File: src/rtl/cordic_ctrl.sv
// Request-side controller for the iterative 16-bit CORDIC core: sanitises operands,
// resolves degenerate jobs locally, runs the core under a watchdog and returns the result.
module cordic_ctrl #(
  parameter int TIMEOUT = 20
) (
  input  logic        clk,
  input  logic        reset,
  input  logic        in_valid,
  output logic        in_ready,
  input  logic        in_mode,
  input  logic [15:0] in_x,
  input  logic [15:0] in_y,
  input  logic [15:0] in_z,
  output logic        core_hold,
  output logic        core_is_direct,
  output logic [15:0] core_x,
  output logic [15:0] core_y,
  output logic [15:0] core_z,
  input  logic        core_valid,
  input  logic [15:0] core_x_res,
  input  logic [15:0] core_y_res,
  input  logic [15:0] core_z_res,
  output logic        out_valid,
  input  logic        out_ready,
  output logic [15:0] out_x,
  output logic [15:0] out_y,
  output logic [15:0] out_z,
  output logic        out_bypass,
  output logic        out_err
);

  // Handshakes: a transfer happens on a rising edge where valid and ready are both
  // high; valid and its payload stay stable until that edge.

  localparam int WD_W = (TIMEOUT < 2) ? 1 : $clog2(TIMEOUT + 1);

  localparam logic signed [16:0] PI_W     = 17'sd25736;
  localparam logic signed [16:0] TWO_PI_W = 17'sd51472;
  localparam logic [15:0] PI_Q          = 16'd25736;
  localparam logic [15:0] PI_HALF_Q     = 16'd12868;
  localparam logic [15:0] NEG_PI_HALF_Q = 16'd52668;

  typedef enum logic [1:0] {IDLE, LAUNCH, WAIT, DONE} state_e;

  state_e state_q, state_d;

  logic            op_mode_q, op_mode_d;
  logic [15:0]     op_x_q, op_x_d, op_y_q, op_y_d, op_z_q, op_z_d;
  logic            core_hold_q, core_hold_d;
  logic            core_dir_q, core_dir_d;
  logic [15:0]     core_x_q, core_x_d, core_y_q, core_y_d, core_z_q, core_z_d;
  logic [15:0]     out_x_q, out_x_d, out_y_q, out_y_d, out_z_q, out_z_d;
  logic            out_bypass_q, out_bypass_d;
  logic            out_err_q, out_err_d;
  logic [WD_W-1:0] wd_q, wd_d;

  logic signed [16:0] z_wide, z_wrap;
  logic               x_zero, y_zero, launch_job, wd_done;
  logic [15:0]        byp_x, byp_y, byp_z;

  // Negation never overflows: the most negative code maps to the most positive one.
  function automatic logic [15:0] sat_neg(input logic [15:0] v);
    return (v == 16'h8000) ? 16'h7fff : (~v + 16'd1);
  endfunction

  always_comb begin : classify
    z_wide = {in_z[15], in_z};
    z_wrap = z_wide;
    if (z_wide >= PI_W) begin
      z_wrap = z_wide - TWO_PI_W;
    end else if (z_wide <= -PI_W) begin
      z_wrap = z_wide + TWO_PI_W;
    end
    x_zero     = (in_x == 16'd0);
    y_zero     = (in_y == 16'd0);
    launch_job = 1'b1;
    byp_x      = 16'd0;
    byp_y      = 16'd0;
    byp_z      = 16'd0;
    if (in_mode) begin
      if ((z_wrap == PI_W) || (z_wrap == -PI_W)) begin
        launch_job = 1'b0;
        byp_x      = sat_neg(in_x);
        byp_y      = sat_neg(in_y);
      end
    end else if (x_zero) begin
      launch_job = 1'b0;
      if (!y_zero && !in_y[15]) begin
        byp_x = in_y;
        byp_z = PI_HALF_Q;
      end else if (in_y[15]) begin
        byp_x = sat_neg(in_y);
        byp_z = NEG_PI_HALF_Q;
      end
    end else if (in_x[15] && y_zero) begin
      launch_job = 1'b0;
      byp_x      = sat_neg(in_x);
      byp_z      = PI_Q;
    end
  end

  assign wd_done = (wd_q == WD_W'(TIMEOUT - 1));

  always_ff @(posedge clk or negedge reset) begin : state_reg
    if (!reset) begin
      state_q      <= IDLE;
      op_mode_q    <= 1'b0;
      op_x_q       <= '0;
      op_y_q       <= '0;
      op_z_q       <= '0;
      core_hold_q  <= 1'b1;
      core_dir_q   <= 1'b0;
      core_x_q     <= '0;
      core_y_q     <= '0;
      core_z_q     <= '0;
      out_x_q      <= '0;
      out_y_q      <= '0;
      out_z_q      <= '0;
      out_bypass_q <= 1'b0;
      out_err_q    <= 1'b0;
      wd_q         <= '0;
    end else begin
      state_q      <= state_d;
      op_mode_q    <= op_mode_d;
      op_x_q       <= op_x_d;
      op_y_q       <= op_y_d;
      op_z_q       <= op_z_d;
      core_hold_q  <= core_hold_d;
      core_dir_q   <= core_dir_d;
      core_x_q     <= core_x_d;
      core_y_q     <= core_y_d;
      core_z_q     <= core_z_d;
      out_x_q      <= out_x_d;
      out_y_q      <= out_y_d;
      out_z_q      <= out_z_d;
      out_bypass_q <= out_bypass_d;
      out_err_q    <= out_err_d;
      wd_q         <= wd_d;
    end
  end

  always_comb begin : next_state
    state_d = state_q;
    case (state_q)
      IDLE:    if (in_valid) state_d = launch_job ? LAUNCH : DONE;
      LAUNCH:  state_d = WAIT;
      WAIT:    if (core_valid || wd_done) state_d = DONE;
      DONE:    if (out_ready) state_d = IDLE;
      default: state_d = IDLE;
    endcase
  end

  always_comb begin : datapath
    op_mode_d    = op_mode_q;
    op_x_d       = op_x_q;
    op_y_d       = op_y_q;
    op_z_d       = op_z_q;
    core_hold_d  = core_hold_q;
    core_dir_d   = core_dir_q;
    core_x_d     = core_x_q;
    core_y_d     = core_y_q;
    core_z_d     = core_z_q;
    out_x_d      = out_x_q;
    out_y_d      = out_y_q;
    out_z_d      = out_z_q;
    out_bypass_d = out_bypass_q;
    out_err_d    = out_err_q;
    wd_d         = wd_q;
    case (state_q)
      IDLE: begin
        if (in_valid) begin
          op_mode_d    = in_mode;
          op_x_d       = in_x;
          op_y_d       = in_y;
          op_z_d       = in_mode ? z_wrap[15:0] : in_z;
          out_err_d    = 1'b0;
          out_bypass_d = !launch_job;
          if (!launch_job) begin
            out_x_d = byp_x;
            out_y_d = byp_y;
            out_z_d = byp_z;
          end
        end
      end
      LAUNCH: begin
        core_dir_d  = op_mode_q;
        core_x_d    = op_x_q;
        core_y_d    = op_y_q;
        core_z_d    = op_z_q;
        core_hold_d = 1'b0;
        wd_d        = '0;
      end
      WAIT: begin
        wd_d = wd_q + WD_W'(1);
        // A result arriving on the timeout edge still counts as a success.
        if (core_valid) begin
          out_x_d     = core_x_res;
          out_y_d     = core_y_res;
          out_z_d     = core_z_res;
          core_hold_d = 1'b1;
        end else if (wd_done) begin
          out_x_d     = '0;
          out_y_d     = '0;
          out_z_d     = '0;
          out_err_d   = 1'b1;
          core_hold_d = 1'b1;
        end
      end
      DONE: begin
        if (out_ready) begin
          out_bypass_d = 1'b0;
          out_err_d    = 1'b0;
        end
      end
      default: ;
    endcase
  end

  always_comb begin : outputs
    in_ready       = (state_q == IDLE);
    out_valid      = (state_q == DONE);
    core_hold      = core_hold_q;
    core_is_direct = core_dir_q;
    core_x         = core_x_q;
    core_y         = core_y_q;
    core_z         = core_z_q;
    out_x          = out_x_q;
    out_y          = out_y_q;
    out_z          = out_z_q;
    out_bypass     = out_bypass_q;
    out_err        = out_err_q;
  end

endmodule

File: config.mk
export PLATFORM = sky130hd
export DESIGN_NAME = cordic_ctrl
export DESIGN_NICKNAME = d
export VERILOG_FILES = /design/src/rtl/cordic_ctrl.sv
export SDC_FILE = /design/constraint.sdc
export NUM_CORES = 1
export LEC_CHECK = 0
export ABC_AREA = 0
export CORE_MARGIN = 2
export CORE_UTILIZATION = 45
export CTS_BUF_LIST = sky130_fd_sc_hd__clkbuf_8 sky130_fd_sc_hd__clkbuf_16
export DETAILED_ROUTE_END_ITERATION = 12
export PLACE_DENSITY = 0.77
export SKIP_CTS_REPAIR_TIMING = 1
export SYNTH_ARGS = -nofsm -noshare
export SYNTH_HDL_FRONTEND = slang
export SYNTH_SLANG_ARGS = --single-unit
File: constraint.sdc
create_clock -name clk -period 2.1 [get_ports clk]
set_input_delay 0.21 -clock clk [delete_from_list [all_inputs] [get_ports clk]]
set_output_delay 0.21 -clock clk [all_outputs]
set_load 0.005 [all_outputs]
== After elaboration in Yosys (flattened, before gate mapping) ==
Cells that the tools add are included.
Word-level totals
  register bits: 156
  input bits: 102
  word-level logic and storage cells: 110
Cells by class
  add/sub/neg operators: 5
  magnitude comparators: 2
  eq/ne operators: 15
  mux-type cells: 50
  bitwise gates (word level): 2
  reduce and logical (&&, ||, !) cells: 20
Operators by type and width (count)
  $mux W16: 25
  $pmux W16 S2: 3
  $eq A17 B16 Y1 const B: 2
  $mux W17: 2
  $add A16 B1 Y16 const B: 2
  $eq A16 B16 Y1 const B: 2
  $logic_not A16 Y1: 2
  $not A16 Y16: 2
  $add A16 B17 Y17 const B: 1
  $sub A16 B17 Y17 const B: 1
  $ge A16 B16 Y1 const B: 1
  $le A16 B16 Y1 const B: 1
  $mux W15: 1
  $mux W1: 10
  $ne A2 B2 Y1 const B: 5
  $pmux W5 S2: 1
  $mux W2: 4
  $pmux W2 S4: 1
  $reduce_and A3 Y1: 2
  $reduce_bool A2 Y1: 3
  $add A5 B1 Y5 const B: 1
  $eq A5 B5 Y1 const B: 1
  $reduce_and A5 Y1: 1
  $eq A2 B2 Y1 const B: 2
  other kinds (12): 18

== Logic depth before layout (Yosys ltp) ==
  word-level depth: 10
  mapped depth: 15

== Least setup slack after synthesis ==
Ideal clock, no wire load.
  path type: in2reg
  start: input in_z[4]
  end: register out_y_q[0], in the netlist out_y[0]
  setup time: 0.125 ns
  data arrival time: 3.215 ns
  data required time: 1.975 ns
  setup slack: -1.240 ns
  stages on the path: 14
  buffers on the path: 2
  cells stage by stage: clkbuf_1 > inv_1 > ha_1 > or3b_1 > a311o_1 > o21ai_4 > o32ai_2 > xnor2_1 > and4_1 > and2_1 > a2111o_1 > and2_4 > buf_6 > mux2_4
On the way
  longest elaborated chain between the ends: 10
  elaborated cells on any way between the ends: 18
RTL lines
  from (decl): RTL line 13  | input logic [15:0] in_z,
  $add A16 B17 Y17 or $le A16 B16 Y1 (tied branches): RTL line 72, 71
  $mux W17: RTL line 71  | end else if (z_wide <= -PI_W) begin
  $mux W17 (*): RTL line 69  | if (z_wide >= PI_W) begin
  $eq A17 B16 Y1: RTL line 81  | if ((z_wrap == PI_W) || (z_wrap == -PI_W)) begin
  $logic_or A1 B1 Y1 (*): RTL line 81
  $mux W16: RTL line 81
  $mux W16: RTL line 80  | if (in_mode) begin
  $mux W16: RTL line 178  | if (!launch_job) begin
  $mux W16: RTL line 171  | if (in_valid) begin
  $pmux W16 S2: RTL line 169  | case (state_q)
  to (signal assigned): RTL line 134  | out_y_q <= out_y_d;
  to (decl): RTL line 52  | logic [15:0] out_x_q, out_x_d, out_y_q, out_y_d, out_z_q, out_z_d;
Mark *: on every way between the ends. The rest lies on a longest branch, timed or not. The select of a mux whose other input is x is not followed.
A chain may end at the register's enable or synchronous reset.

== Final worst setup path ==
  start: input in_z[5]
  end: register out_y_q[13], in the netlist out_y[13]
Same word-level chain as after synthesis.

==> flow_summary_export.csv <==
group,metric,value,unit
outcome,outcome,"finished, violations left",
outcome,violations,"negative setup slack",
sta,final.setup.tns,-45.62,ns
logic_synthesis,synth_cells,781,
detailed_routing,finalWirelength,25000,microns
placed_design,dpl_cell_area,11300,sq um
layout,fin_area,12200,sq um
hold_path,min-delay-start,"in_z[2]",
detailed_routing,drtIter0Drc,416,
run,drv_cap,0,
cts,cts_buffers,17,
pwr,pwr-share-clk,0.217,
logic_synthesis,ys_ff_latch,156,
cts,cts_tree,"built",
logic_synthesis,synth_cell_types,60,
critical_path,r2r_start,"state_q[1]",
sta,min_period_over_period,1.47,
logic_synthesis,synthesis.area,8040,sq um
logic_synthesis,synth_area_per_cell,10.3,sq um
critical_path,worstSetupStartpointType,"primary input",
logic_synthesis,synth_fa_ha_area_frac,0.0156,
sta,min_period,3.08,ns
die,std_cell_rows,48,
logic_synthesis,synth_xor_area_frac,0.0338,
grt,busiest_layer,"met2",
detailed_routing,ant_nets,0,
sta,hold_violations,0,
placed_design,io_buffers,203,
cts,cts.path.max_buffers,2,
logic_synthesis,synth_compound_area_frac,0.151,
grt,grt_pass1_vias,7179,
pwr,p_sw_frac,0.331,
detailed_routing,via_per_inst,5.42,
sta,max_clock_freq,325,MHz
placed_design,gp_congestion,0.887,
detailed_routing,firstDrtPassIters,5,
pwr,power_switching,4.75,mW
logic_synthesis,synthMuxAreaShare,0.155,
sta,max_slew_margin,0.671,
grt,grt_use_met2,0.428,
layout,final_common_cell,"clkdlybuf4s50_1",
sta,worst_slew_pin_slew,0.494,ns
critical_path,cp.required,2.41,ns
cts,cts.htree.levels,4,
logic_synthesis,syn_nets,893,
layout,nets,1214,
layout,finalNonFillerCells,1340,
critical_path,path_cells,"buf_6 -> inv_4 -> ha_4 -> or3b_1 -> a311o_1 -> o21a_1 -> o2bb2ai_1 -> xor2_1 -> nor4_2 -> and3_4 -> a2111o_1 -> and2_4 -> mux2_4",
placed_design,hpwl,18300,microns
detailed_routing,wl_per_cell,18.7,microns
layout,drive_gt1_frac,0.292,
sta,hold_slack,0.0854,ns
pwr,p_leak,5.26,nW
grt,antenna_found_initial,0,
logic_synthesis,async_flop_share,1.00,
detailed_routing,drc,0,
critical_path,cp-end-kind,"flop",
pwr,combPwrFrac,0.426,
critical_path,critPathKind,"in -> reg",
logic_synthesis,synth_ff_type,"dfrtp_1",
layout,diodes,0,
sta,fin_ws,-0.978,ns
critical_path,cp_max_fo,12,
grt,track_usage,0.263,
die,initial_core_util,0.462,
sta,slew_violations,0,
logic_synthesis,synthSimpleGateAreaFrac,0.121,
grt,grt_max_degree,67,
logic_synthesis,synth_top_family_by_area,"multiplexers",
layout,final_util,0.700,
grt,grt_use_met3,0.0493,
pwr,p_int,9.61,mW
placed_design,place_ws,-1.86,ns
critical_path,crit_path_max_incr_delay,0.39,ns
layout,area_growth,51.5,%
critical_path,slowest_stage,"a311o_1",
logic_synthesis,ys_warn_count,0,
grt,grt_overflow_total,0,
critical_path,critPathLaunch,"in_z[5]",
sta,fin_skew,0.00820,ns
pwr,total_power,14.4,mW
pwr,peakVddDrop,0.874,mV
cts,clock_latency,0.43,ns
logic_synthesis,yosysSeqAreaShare,0.485,
placed_design,dp.cells,1298,
grt,gr-usage-met1,0.350,
pwr,power_density,1180,nW/um^2
die,die_y,138,microns
cts,clkTransAtPathRegs,0.07,ns
cts,root_buffer,"clkbuf_16",
pwr,pwr-share-seq,0.358,
hold_path,holdCritPathClass,"in -> reg",
cts,clock-sinks,156,
grt,grt_pass1_wl,37900,microns
logic_synthesis,synth_edf_count,0,
die,coreArea,17400,sq um
critical_path,cp.arrival,3.39,ns
sta,rsz0062_at_grt,"yes",
die,die_x,138,microns
die,pin_count,204,
die,die_area,19000,sq um
detailed_routing,num_vias,7269,
layout,mostFrequentLayoutCells,"184 x clkdlybuf4s50_1, 155 x dfrtp_1, 136 x buf_4",
sta,finalSetupViolations,51,
[final timing paths]
path	slack, ns	endpoint	cells past startpoint
worst max-delay path	-0.98	out_y[13]	13
worst min-delay path	0.09	op_z_q[2]	2
worst max register to register	-0.10	out_z[1]	8
worst min register to register	0.47	op_z_q[5]	2
max in group asynchronous	1.11	out_y[14]	3
min in group asynchronous	0.29	core_z[8]	2
[cell usage after synthesis (3+ instances only)]
master / count / area, sq um
dfrtp_1: 155 / 3880
nand2_1: 83 / 312
mux2_2: 82 / 923
o21ai_0: 74 / 370
a21oi_1: 58 / 290
nor2_1: 35 / 131
clkbuf_1: 33 / 124
a31oi_1: 29 / 181
inv_1: 19 / 71.3
xnor2_1: 18 / 158
mux2_4: 16 / 240
nand3_1: 15 / 75.1
xor2_1: 13 / 114
ha_1: 10 / 125
or3_1: 10 / 62.6
nor3_1: 9 / 45.0
nor4_1: 9 / 56.3
and2_1: 8 / 50.1
mux2i_1: 8 / 80.1
buf_1: 7 / 26.3
buf_2: 7 / 35.0
nand2b_1: 6 / 37.5
a22o_1: 5 / 43.8
and3_1: 4 / 25.0
buf_6: 4 / 45.0
o22ai_1: 4 / 25.0
a211oi_1: 3 / 22.5
a21boi_0: 3 / 22.5
a21o_1: 3 / 22.5
nand4_1: 3 / 18.8
nor2b_1: 3 / 18.8
nor3b_1: 3 / 22.5
o31ai_1: 3 / 22.5
or2_2: 3 / 18.8
[logic make-up (layout without fill, tap and decap cells)]
group | count (synthesis) | in the layout
compound gates | 204 | 204
simple gates | 203 | 205
flops | 156 | 156
mux | 106 | 106
buf+inv | 71 | 403
xor+xnor | 31 | 31
fa+ha+maj | 10 | 10
[power groups by stage]
stage	Sequential [mW]	Clock, mW	Combinational (mW)
floorplan	5.06	0	2.90
global placement	5.11	0	5.77
detailed placement	5.16	0	5.93
CTS	5.13	3.15	5.96
global route	5.28	3.27	6.59
finish	5.14	3.11	6.11
[state kept, by name (all words and copies together) (netlist names)]
| name | cells |
|---|---|
| core_x | 16 |
| core_y | 16 |
| core_z | 16 |
| op_x_q | 16 |
| op_y_q | 16 |
| op_z_q | 16 |
| out_x | 16 |
| out_y | 16 |
| out_z | 16 |
| wd_q | 5 |
| state_q | 2 |
| core_hold | 1 |
| core_is_direct | 1 |
| op_mode_q | 1 |
| out_bypass | 1 |
| out_err | 1 |
[layout make-up]
type / count / area (sq um)
Fill cell: 1321 / 5230
Multi-Input combinational cell: 556 / 4030
Sequential cell: 156 / 3910
Timing Repair Buffer: 352 / 3290
Clock buffer: 17 / 425
Tap cell: 225 / 282
Clock inverter: 15 / 164
Inverter: 19 / 86.3
[worst max-delay path: cells and delay by family]
| kind | cells | cell delay (ns) |
|---|---|---|
| AND/OR/NAND/NOR | 4 | 1.33 |
| AO/OA/AOI/OAI | 4 | 1.10 |
| multiplexers | 1 | 0.32 |
| XOR/XNOR | 1 | 0.17 |
| buffers and inverters | 2 | 0.15 |
| adder cells (fa/ha/maj) | 1 | 0.12 |
[metal layers]
layer	vias up	routed length, microns	share of wire
met3	55	1820	0.073
met1	3504	10600	0.42
li1	3428	-	-
met4	0	850	0.034
met5	-	0	0
met2	282	11800	0.47
(Power assumes the default switching activity.)
